[src/rtl/seqdet_ctrl.sv]
// Word-to-serial feeder with an overlapping pattern detector on the emitted bit stream.
// Counts matches (saturating) and raises a sticky interrupt when the count reaches a threshold.
module seqdet_ctrl #(
  parameter int unsigned WORD_W = 8,
  parameter int unsigned CNT_W  = 8
) (
  input  logic              clk,
  input  logic              reset,
  input  logic              cfg_we,
  input  logic [7:0]        cfg_pattern,
  input  logic [2:0]        cfg_len,
  input  logic [CNT_W-1:0]  cfg_thresh,
  input  logic              irq_clr,
  input  logic              in_valid,
  input  logic [WORD_W-1:0] in_data,
  output logic              in_ready,
  output logic              bit_out,
  output logic              bit_valid,
  output logic              match,
  output logic [CNT_W-1:0]  match_count,
  output logic              irq,
  output logic              busy
);

  localparam int unsigned IdxW = $clog2(WORD_W);

  typedef enum logic {StIdle, StShift} state_e;

  state_e             state_q, state_d;
  logic [WORD_W-1:0]  word_q, word_d;
  logic [IdxW-1:0]    idx_q, idx_d;
  logic [7:0]         pattern_q, pattern_d;
  logic [2:0]         len_q, len_d;
  logic [CNT_W-1:0]   thresh_q, thresh_d;
  logic [7:0]         hist_q, hist_d;
  logic [3:0]         fill_q, fill_d;
  logic               match_q, match_d;
  logic [CNT_W-1:0]   count_q, count_d;
  logic               irq_q, irq_d;
  logic [7:0]         mask;

  assign mask = 8'hFF >> (3'd7 - len_q);

  always_comb begin
    state_d   = state_q;
    word_d    = word_q;
    idx_d     = idx_q;
    pattern_d = pattern_q;
    len_d     = len_q;
    thresh_d  = thresh_q;
    hist_d    = hist_q;
    fill_d    = fill_q;
    match_d   = 1'b0;
    count_d   = count_q;
    irq_d     = irq_q;

    if (irq_clr) irq_d = 1'b0;

    unique case (state_q)
      StIdle: begin
        if (cfg_we) begin
          pattern_d = cfg_pattern;
          len_d     = cfg_len;
          thresh_d  = cfg_thresh;
          hist_d    = '0;
          fill_d    = '0;
          count_d   = '0;
          irq_d     = 1'b0;
        end else if (in_valid) begin
          word_d  = in_data;
          idx_d   = IdxW'(WORD_W - 1);
          state_d = StShift;
        end
      end
      StShift: begin
        word_d = word_q << 1;
        idx_d  = idx_q - 1'b1;
        if (idx_q == '0) state_d = StIdle;
        // Detection runs on the history that already contains the bit emitted this cycle.
        hist_d  = {hist_q[6:0], word_q[WORD_W-1]};
        fill_d  = (fill_q == 4'd8) ? fill_q : fill_q + 4'd1;
        match_d = (fill_d >= ({1'b0, len_q} + 4'd1)) && (((hist_d ^ pattern_q) & mask) == 8'h00);
        if (match_d && (count_q != '1)) begin
          count_d = count_q + CNT_W'(1);
          if ((thresh_q != '0) && (count_d == thresh_q)) irq_d = 1'b1;
        end
      end
      default: state_d = StIdle;
    endcase
  end

  always_ff @(posedge clk or posedge reset) begin
    if (reset) begin
      state_q   <= StIdle;
      word_q    <= '0;
      idx_q     <= '0;
      pattern_q <= 8'h00;
      len_q     <= 3'd7;
      thresh_q  <= '0;
      hist_q    <= '0;
      fill_q    <= '0;
      match_q   <= 1'b0;
      count_q   <= '0;
      irq_q     <= 1'b0;
    end else begin
      state_q   <= state_d;
      word_q    <= word_d;
      idx_q     <= idx_d;
      pattern_q <= pattern_d;
      len_q     <= len_d;
      thresh_q  <= thresh_d;
      hist_q    <= hist_d;
      fill_q    <= fill_d;
      match_q   <= match_d;
      count_q   <= count_d;
      irq_q     <= irq_d;
    end
  end

  assign in_ready    = (state_q == StIdle) && !cfg_we;
  assign bit_valid   = (state_q == StShift);
  assign busy        = (state_q == StShift);
  assign bit_out     = (state_q == StShift) && word_q[WORD_W-1];
  assign match       = match_q;
  assign match_count = count_q;
  assign irq         = irq_q;

endmodule

[config.mk]
export PLATFORM = sky130hd
export DESIGN_NAME = seqdet_ctrl
export DESIGN_NICKNAME = d
export VERILOG_FILES = /design/src/rtl/seqdet_ctrl.sv
export SDC_FILE = /design/constraint.sdc
export NUM_CORES = 1
export LEC_CHECK = 0
export CELL_PAD_IN_SITES_DETAIL_PLACEMENT = 2
export CELL_PAD_IN_SITES_GLOBAL_PLACEMENT = 2
export CORE_MARGIN = 2
export CORE_UTILIZATION = 35
export DETAILED_ROUTE_END_ITERATION = 10
export PLACE_DENSITY = 0.83
export SYNTH_ARGS = -nofsm -noshare
export SYNTH_HDL_FRONTEND = slang
export SYNTH_SLANG_ARGS = --single-unit
[constraint.sdc]
create_clock -name clk -period 7.1 [get_ports clk]
set_clock_uncertainty 0.05 [all_clocks]
set_input_delay 1.42 -clock clk [delete_from_list [all_inputs] [get_ports clk]]
set_output_delay 1.42 -clock clk [all_outputs]
set_load 0.05 [all_outputs]
==> results of run 1 <==
## where the power goes
part | switching (uW) | total, uW | leakage, uW | internal, uW
combinational | 434 | 728 | 0.000812 | 294
clock | 104 | 211 | 0.0000558 | 107
sequential | 142 | 561 | 0.000664 | 419
## through the flow
step / utilization / cells
4_1_cts: 0.447 / 456
3_5_place_dp: 0.433 / 448
2_1_floorplan: - / 313
3_3_place_gp: 0.433 / 448
6_report: 0.447 / 456
5_1_grt: 0.447 / 456
## worst min path at each step
stage,from,to,depth (start not counted)
final,idx_q[0],idx_q[0],1
after global routing,idx_q[2],idx_q[2],1
after CTS,idx_q[0],idx_q[0],1
after detailed placement,idx_q[0],idx_q[0],1
after global placement,idx_q[0],idx_q[0],1
after floorplan,idx_q[0],idx_q[0],1
## cells by family (layout without fill, tap and decap cells)
family / Yosys count / in the layout
xor gates and xnor gates: 19 / 19
buffers and inverters: 37 / 78
adders and majority gates: 13 / 13
and+or+nand+nor: 126 / 126
DFF: 52 / 52
muxes: 10 / 10
AOI/OAI and AO/OA: 56 / 56
## flip-flops by register name, summed over array words and instances, names as in the netlist
signal       cells
thresh_q         8
bit_valid        1
hist_q           7
pattern_q        8
match_count      8
word_q           8
irq              1
len_q            3
match            1
idx_q            3
fill_q           4
## metal layers
metal,global-route usage,routed length (um),up-vias,part of all wire
met5,0,0,-,0
met4,0.0495,74,0,0.0095
met3,0.0257,184,6,0.024
met2,0.360,4020,36,0.51
met1,0.236,3540,1223,0.45
li1,-,-,1139,-
## synth_stat cells, types with 5 or more instances
cell type  number  area share
clkbuf_1       12       0.016
nand4_1         7       0.015
xnor2_1        14       0.043
nand2_1        78        0.10
xor2_1          5       0.015
a21oi_1         5      0.0089
dfrtp_1        49        0.43
nor2_1         14       0.019
ha_1           13       0.058
inv_1          21       0.028
mux2i_1        10       0.035
nand3_1         5      0.0089
o21ai_0        23       0.041
## placed cells by master (no fill, tap or decap), types with 3 or more instances in the layout
cell             count
nand2_1             78
dfrtp_1             49
clkdlybuf4s50_1     45
o21ai_0             23
inv_1               20
xnor2_1             14
nor2_1              14
ha_1                13
mux2i_1             10
nand4_1              7
xor2_1               5
nand3_1              5
a21oi_1              5
clkbuf_8             5
nor2b_1              4
a22o_1               4
o221ai_1             4
nand2b_1             3
o211ai_1             3
dfstp_2              3
buf_4                3
## area by class of cell
| class | instances | area share |
|---|---|---|
| multi-input combinational | 224 | 0.396 |
| sequential | 52 | 0.375 |
| timing repair buffer | 48 | 0.136 |
| tap | 102 | 0.0367 |
| inverter | 22 | 0.0238 |
| clock buffer | 6 | 0.0209 |
| clock inverter | 2 | 0.0112 |
==> summary.txt, run 1 <==
STA
  – Final Critical Period: 4.84 ns
  – Count of final setup violators: 0
  – RSZ-0062 raised after global routing: false
  – Setup ws final: 2.26 ns
  – Max Freq: 206 MHz
  – Fin crit share: 0.682
  – TNS Setup: 0 ns
  – Hold slack: 0.436 ns
  – Final Hold Fails: 0
  – Slew headroom: 0.292
  – Worst-margin pin slew: 1.06 ns
  – Fin. max-slew vios: 0

Floorplan
  – Die ar.: 8810 um2
  – IO Pins: 46
  – Initial Util: 0.364
  – Die Ht: 93.8 um
  – Core ar.: 7770 um2
  – Row count: 32
  – Die Wd: 93.8 um

CTS
  – CTS Buf Count: 5
  – Clock-pin slew on the worst setup and hold paths: 0.10 ns
  – H-tree Lvls: 2
  – CTS tree: done
  – Root Buffer: clkbuf_8
  – Max Buffers Root-to-Sink: 2
  – Setup Fix Bufs, Post-CTS: 0
  – Hold buffer count at CTS: 0
  – # clock sinks: 52
  – Post-CTS Resized: 0
  – Clock insertion delay at the later pin of the skew report: 0.30 ns

Route
  – WL final: 7810 um
  – Iter 0 DRT Violations: 79
  – Vias: 2,404
  – DRT Pass-1 Iters: 4
  – Routed len/inst: 17.1 um
  – Remaining antenna violation count: 0
  – DR vias/cell: 5.27
  – DR DRC count: 0

Synthesis
  – Post-synthesis xor/xnor area fraction: 0.0589
  – Syn Area/Cell: 9.03 um2
  – Register area share after synthesis: 0.462
  – Synth async-reset ratio: 1.00
  – Warnings from Yosys: 0
  – Cells after synthesis: 313
  – Syn Nets: 358
  – Ys flop type: dfrtp_1
  – Synth Area in Adders: 0.0576
  – Largest family of logic cells by synthesized area: simple AND/OR/NAND/NOR gates
  – Synth Area in Compound Gates: 0.132
  – Number of synthesized flops with an enable pin: 0
  – Synth Area in Simple Gates: 0.203
  – Synth unique cells: 48
  – Netlist Area Pre-Place: 2830 um2
  – Flop and latch count out of synthesis: 52
  – Mux cell area share after synthesis: 0.0354

Setup path
  – Crit path from: cfg_we
  – FF-to-FF path depth: 9
  – Critical-path cell list: clkdlybuf4s50_1 -> nor2_1 -> clkdlybuf4s50_1
  – Critical path's most frequent cell: clkdlybuf4s50_1
  – CP delay by family, top: buffers and inverters
  – CP max stage cell: clkdlybuf4s50_1
  – R2r startpoint: len_q[1]
  – Critical path peak fanout: 9
  – R2R Path End: irq
  – Critical Path Sink Type: output pin
  – Kind of critical path: input port to output pin
  – CP Capture Point: in_ready
  – Startpoint class of the critical path: input port
  – R2R setup slack: 4.32 ns
  – Crit. path cell count: 3
  – Arr. time, crit path: 3.37 ns
  – CP bufs+invs: 2
  – Req. time, crit path: 5.63 ns
  – Slowest Stage Delay on Critical Path: 0.90 ns

Layout
  – Nets@finish: 398
  – Area of the multi-input gates: 1380 um2
  – FILL cells: 876
  – Register area: 1310 um2
  – P&R area growth vs syn: 23.0%
  – Finished Cell Area: 3480 um2
  – # diodes: 0
  – Layout cells sized above 1: 0.0565

Place
  – Cell Area, Placed: 3360 um2
  – Placer Congestion: 0.750
  – HPWL after detailed placement: 5870 um
  – Port bufs: 45
  – Dpl ws: 2.26 ns

Power
  – Pwr Total: 1500 uW
  – Worst IR Drop VDD: 0.000158 V
  – Pwr Density: 432 nW/um2
  – P_leak: 0.00153 uW

Global routing
  – Global-route wire length before repair: 13,400 um
  – Vias in the first global route: 2,778
  – Pin count of the biggest net entering global routing: 53
  – Initial antenna violation count: 0
  – Final global-route overflow total: 0
  – Total track usage: 0.194

Status
  – Status: finished clean

Job
  – Max-cap violations: 0

Min path
  – Hold WC Path Type: flop to flop
(Power assumes the default switching activity.)
==> run 2, diff against run 1 <==
--- a/config.mk
+++ b/config.mk
@@ -8,9 +8,9 @@
 export CELL_PAD_IN_SITES_DETAIL_PLACEMENT = 2
 export CELL_PAD_IN_SITES_GLOBAL_PLACEMENT = 2
 export CORE_MARGIN = 2
-export CORE_UTILIZATION = 35
+export CORE_UTILIZATION = 32
 export DETAILED_ROUTE_END_ITERATION = 10
-export PLACE_DENSITY = 0.83
+export PLACE_DENSITY = 0.76
 export SYNTH_ARGS = -nofsm -noshare
 export SYNTH_HDL_FRONTEND = slang
 export SYNTH_SLANG_ARGS = --single-unit
==> constraint.sdc (replaced) <==
create_clock -name clk -period 4.65 [get_ports clk]
set_clock_uncertainty 0.05 [all_clocks]
set_input_delay 0.93 -clock clk [delete_from_list [all_inputs] [get_ports clk]]
set_output_delay 0.93 -clock clk [all_outputs]
set_load 0.05 [all_outputs]
==> run 2 against run 1 <==
Against the previous run:
- flip-flop and latch count unchanged
- critical path depth increased by 1
- power increased by 47%
- core utilization decreased by 4.7 points
- combinational power increased by 50%
- cell area decreased by 0.58%
- clock-buffer cell count increased by 1
- highest routed layer unchanged
==> summary.txt, run 2 (same netlist as run 1, synthesis figures left out) <==
Route
  – DR vias/cell: 5.11 (-3.0%)
  – Iter 0 DRT Violations: 57 (-28%)
  – DR DRC count: 0 (unchanged)
  – Vias: 2,363 (-1.7%)
  – WL final: 7500 um (-4.0%)
  – Routed len/inst: 16.2 um (-5.2%)
  – DRT Pass-1 Iters: 4 (unchanged)
  – Remaining antenna violation count: 0 (unchanged)

Floorplan
  – Die Ht: 98.0 um (+4.4%)
  – Die ar.: 9600 um2 (+9.0%)
  – IO Pins: 46 (unchanged)
  – Die Wd: 98.0 um (+4.4%)
  – Initial Util: 0.327 (-0.0366)
  – Row count: 34 (+6.3%)
  – Core ar.: 8640 um2 (+11%)

Power
  – P_leak: 0.00152 uW (-0.82%)
  – Pwr Density: 637 nW/um2 (+48%)
  – Pwr Total: 2200 uW (+47%)
  – Worst IR Drop VDD: 0.000233 V (+48%)

STA
  – RSZ-0062 raised after global routing: false
  – Fin. max-slew vios: 0 (unchanged)
  – Slew headroom: 0.250 (-0.0414)
  – TNS Setup: 0 ns (unchanged)
  – Final Hold Fails: 0 (unchanged)
  – Count of final setup violators: 0 (unchanged)
  – Worst-margin pin slew: 1.12 ns (+0.0620 ns)
  – Max Freq: 279 MHz
  – Final Critical Period: 3.58 ns
  – Fin crit share: 0.770

Place
  – Port bufs: 45 (unchanged)
  – Placed insts: 454 (+1.3%)
  – Placer Congestion: 0.777 (+3.6%)
  – HPWL after detailed placement: 5650 um (-3.7%)

CTS
  – Root Buffer: clkbuf_8
  – # clock sinks: 52 (unchanged)
  – Clock-pin slew on the worst setup and hold paths: 0.09 ns (about the same)
  – Setup Fix Bufs, Post-CTS: 0 (unchanged)
  – Clock insertion delay at the later pin of the skew report: 0.30 ns (about the same)
  – CTS Buf Count: 5 (unchanged)
  – CTS tree: done
  – Max Buffers Root-to-Sink: 2 (unchanged)
  – H-tree Lvls: 2 (unchanged)
  – Hold buffer count at CTS: 0 (unchanged)
  – Post-CTS Resized: 0 (unchanged)

Layout
  – FILL cells: 994 (+13%)
  – Most frequent cells in the layout: nand2_1, dfrtp_1, clkdlybuf4s50_1, o21ai_0, inv_1
  – # diodes: 0 (unchanged)
  – Area of the multi-input gates: 1380 um2 (+0.18%)
  – Register area: 1310 um2 (unchanged)
  – Nets@finish: 398 (unchanged)
  – Layout cells sized above 1: 0.0565 (unchanged)
  – Fin cells: 462 (+1.3%)
  – Most common cell after layout, fill and taps aside: nand2_1
  – P&R area growth vs syn: 22.3%

Global routing
  – Vias in the first global route: 2,572 (-7.4%)
  – Pin count of the biggest net entering global routing: 33 (-38%)
  – Final global-route overflow total: 0 (unchanged)
  – Global-route wire length before repair: 13,000 um (-3.1%)
  – Initial antenna violation count: 0 (unchanged)
  – Total track usage: 0.166 (-0.0283)

Setup path
  – Req. time, crit path: 3.67 ns (-1.96 ns)
  – Arr. time, crit path: 2.60 ns (-0.77 ns)
  – Startpoint class of the critical path: input port
  – Critical Path Sink Type: output pin
  – Critical path peak fanout: 9 (unchanged)
  – Kind of critical path: input port to output pin

Job
  – Max-cap violations: 0 (unchanged)

Status
  – Status: finished clean

Min path
  – Hold WC Path Type: flop to flop
[run 2: cell types whose count changed in the layout (fill, tap and decap cells not counted), sizes merged]
cell and change:
bufinv -1, inv -1, clkbuf +1, clkinv +1
[run 2: critical path, stage by stage]
cell and delay (ns):
clkdlybuf4s50_1 0.55, nor2_1 0.14, buf_4 0.17, clkdlybuf4s50_1 0.81
[run 2: area by class of cell]
type                    count  share of cell area
repair buffers             48               0.137
inverters                  22              0.0239
well taps                 108              0.0391
clock inverters             1             0.00145
clock buffers               7              0.0221
multi-input cells         224               0.399
flip-flops and latches     52               0.378
[run 2: metrics by stage]
stage,hold WS (ns),setup slack [ns],area [um2],utilization
6_report,0.433,1.07,3460,0.400
5_1_grt,0.468,1.01,3460,0.400
4_1_cts,0.440,1.06,3460,0.400
3_5_place_dp,0.425,1.06,3370,0.391
3_3_place_gp,0.410,1.06,3370,0.391
2_1_floorplan,0.395,1.75,2830,-
[run 2: power breakdown]
group | switching [uW] | internal [uW]
registers | 212 | 640
logic | 638 | 448
clock network | 156 | 106
total | 1010 | 1190
[run 2: path summary, 6_finish.rpt]
check                      startpoint     endpoint  slack [ns]  depth (start not counted)
hold reg to reg              idx_q[2]     idx_q[2]        0.43                          1
setup reg to reg             len_q[1]          irq        1.95                          9
hold / removal               idx_q[2]     idx_q[2]        0.43                          1
max in group asynchronous       reset     len_q[2]        2.82                          3
min in group asynchronous       reset  thresh_q[1]        0.89                          2
setup / recovery               cfg_we     in_ready        1.07                          4
[run 2: layer usage]
layer | routed length, um | share of wire | vias up | GRT usage
li1 | - | - | 1138 | -
met1 | 3670 | 0.49 | 1192 | 0.227
met2 | 3610 | 0.48 | 27 | 0.278
met3 | 147 | 0.020 | 6 | 0.0243
met4 | 69 | 0.0092 | 0 | 0.0385
met5 | 0 | 0 | - | 0
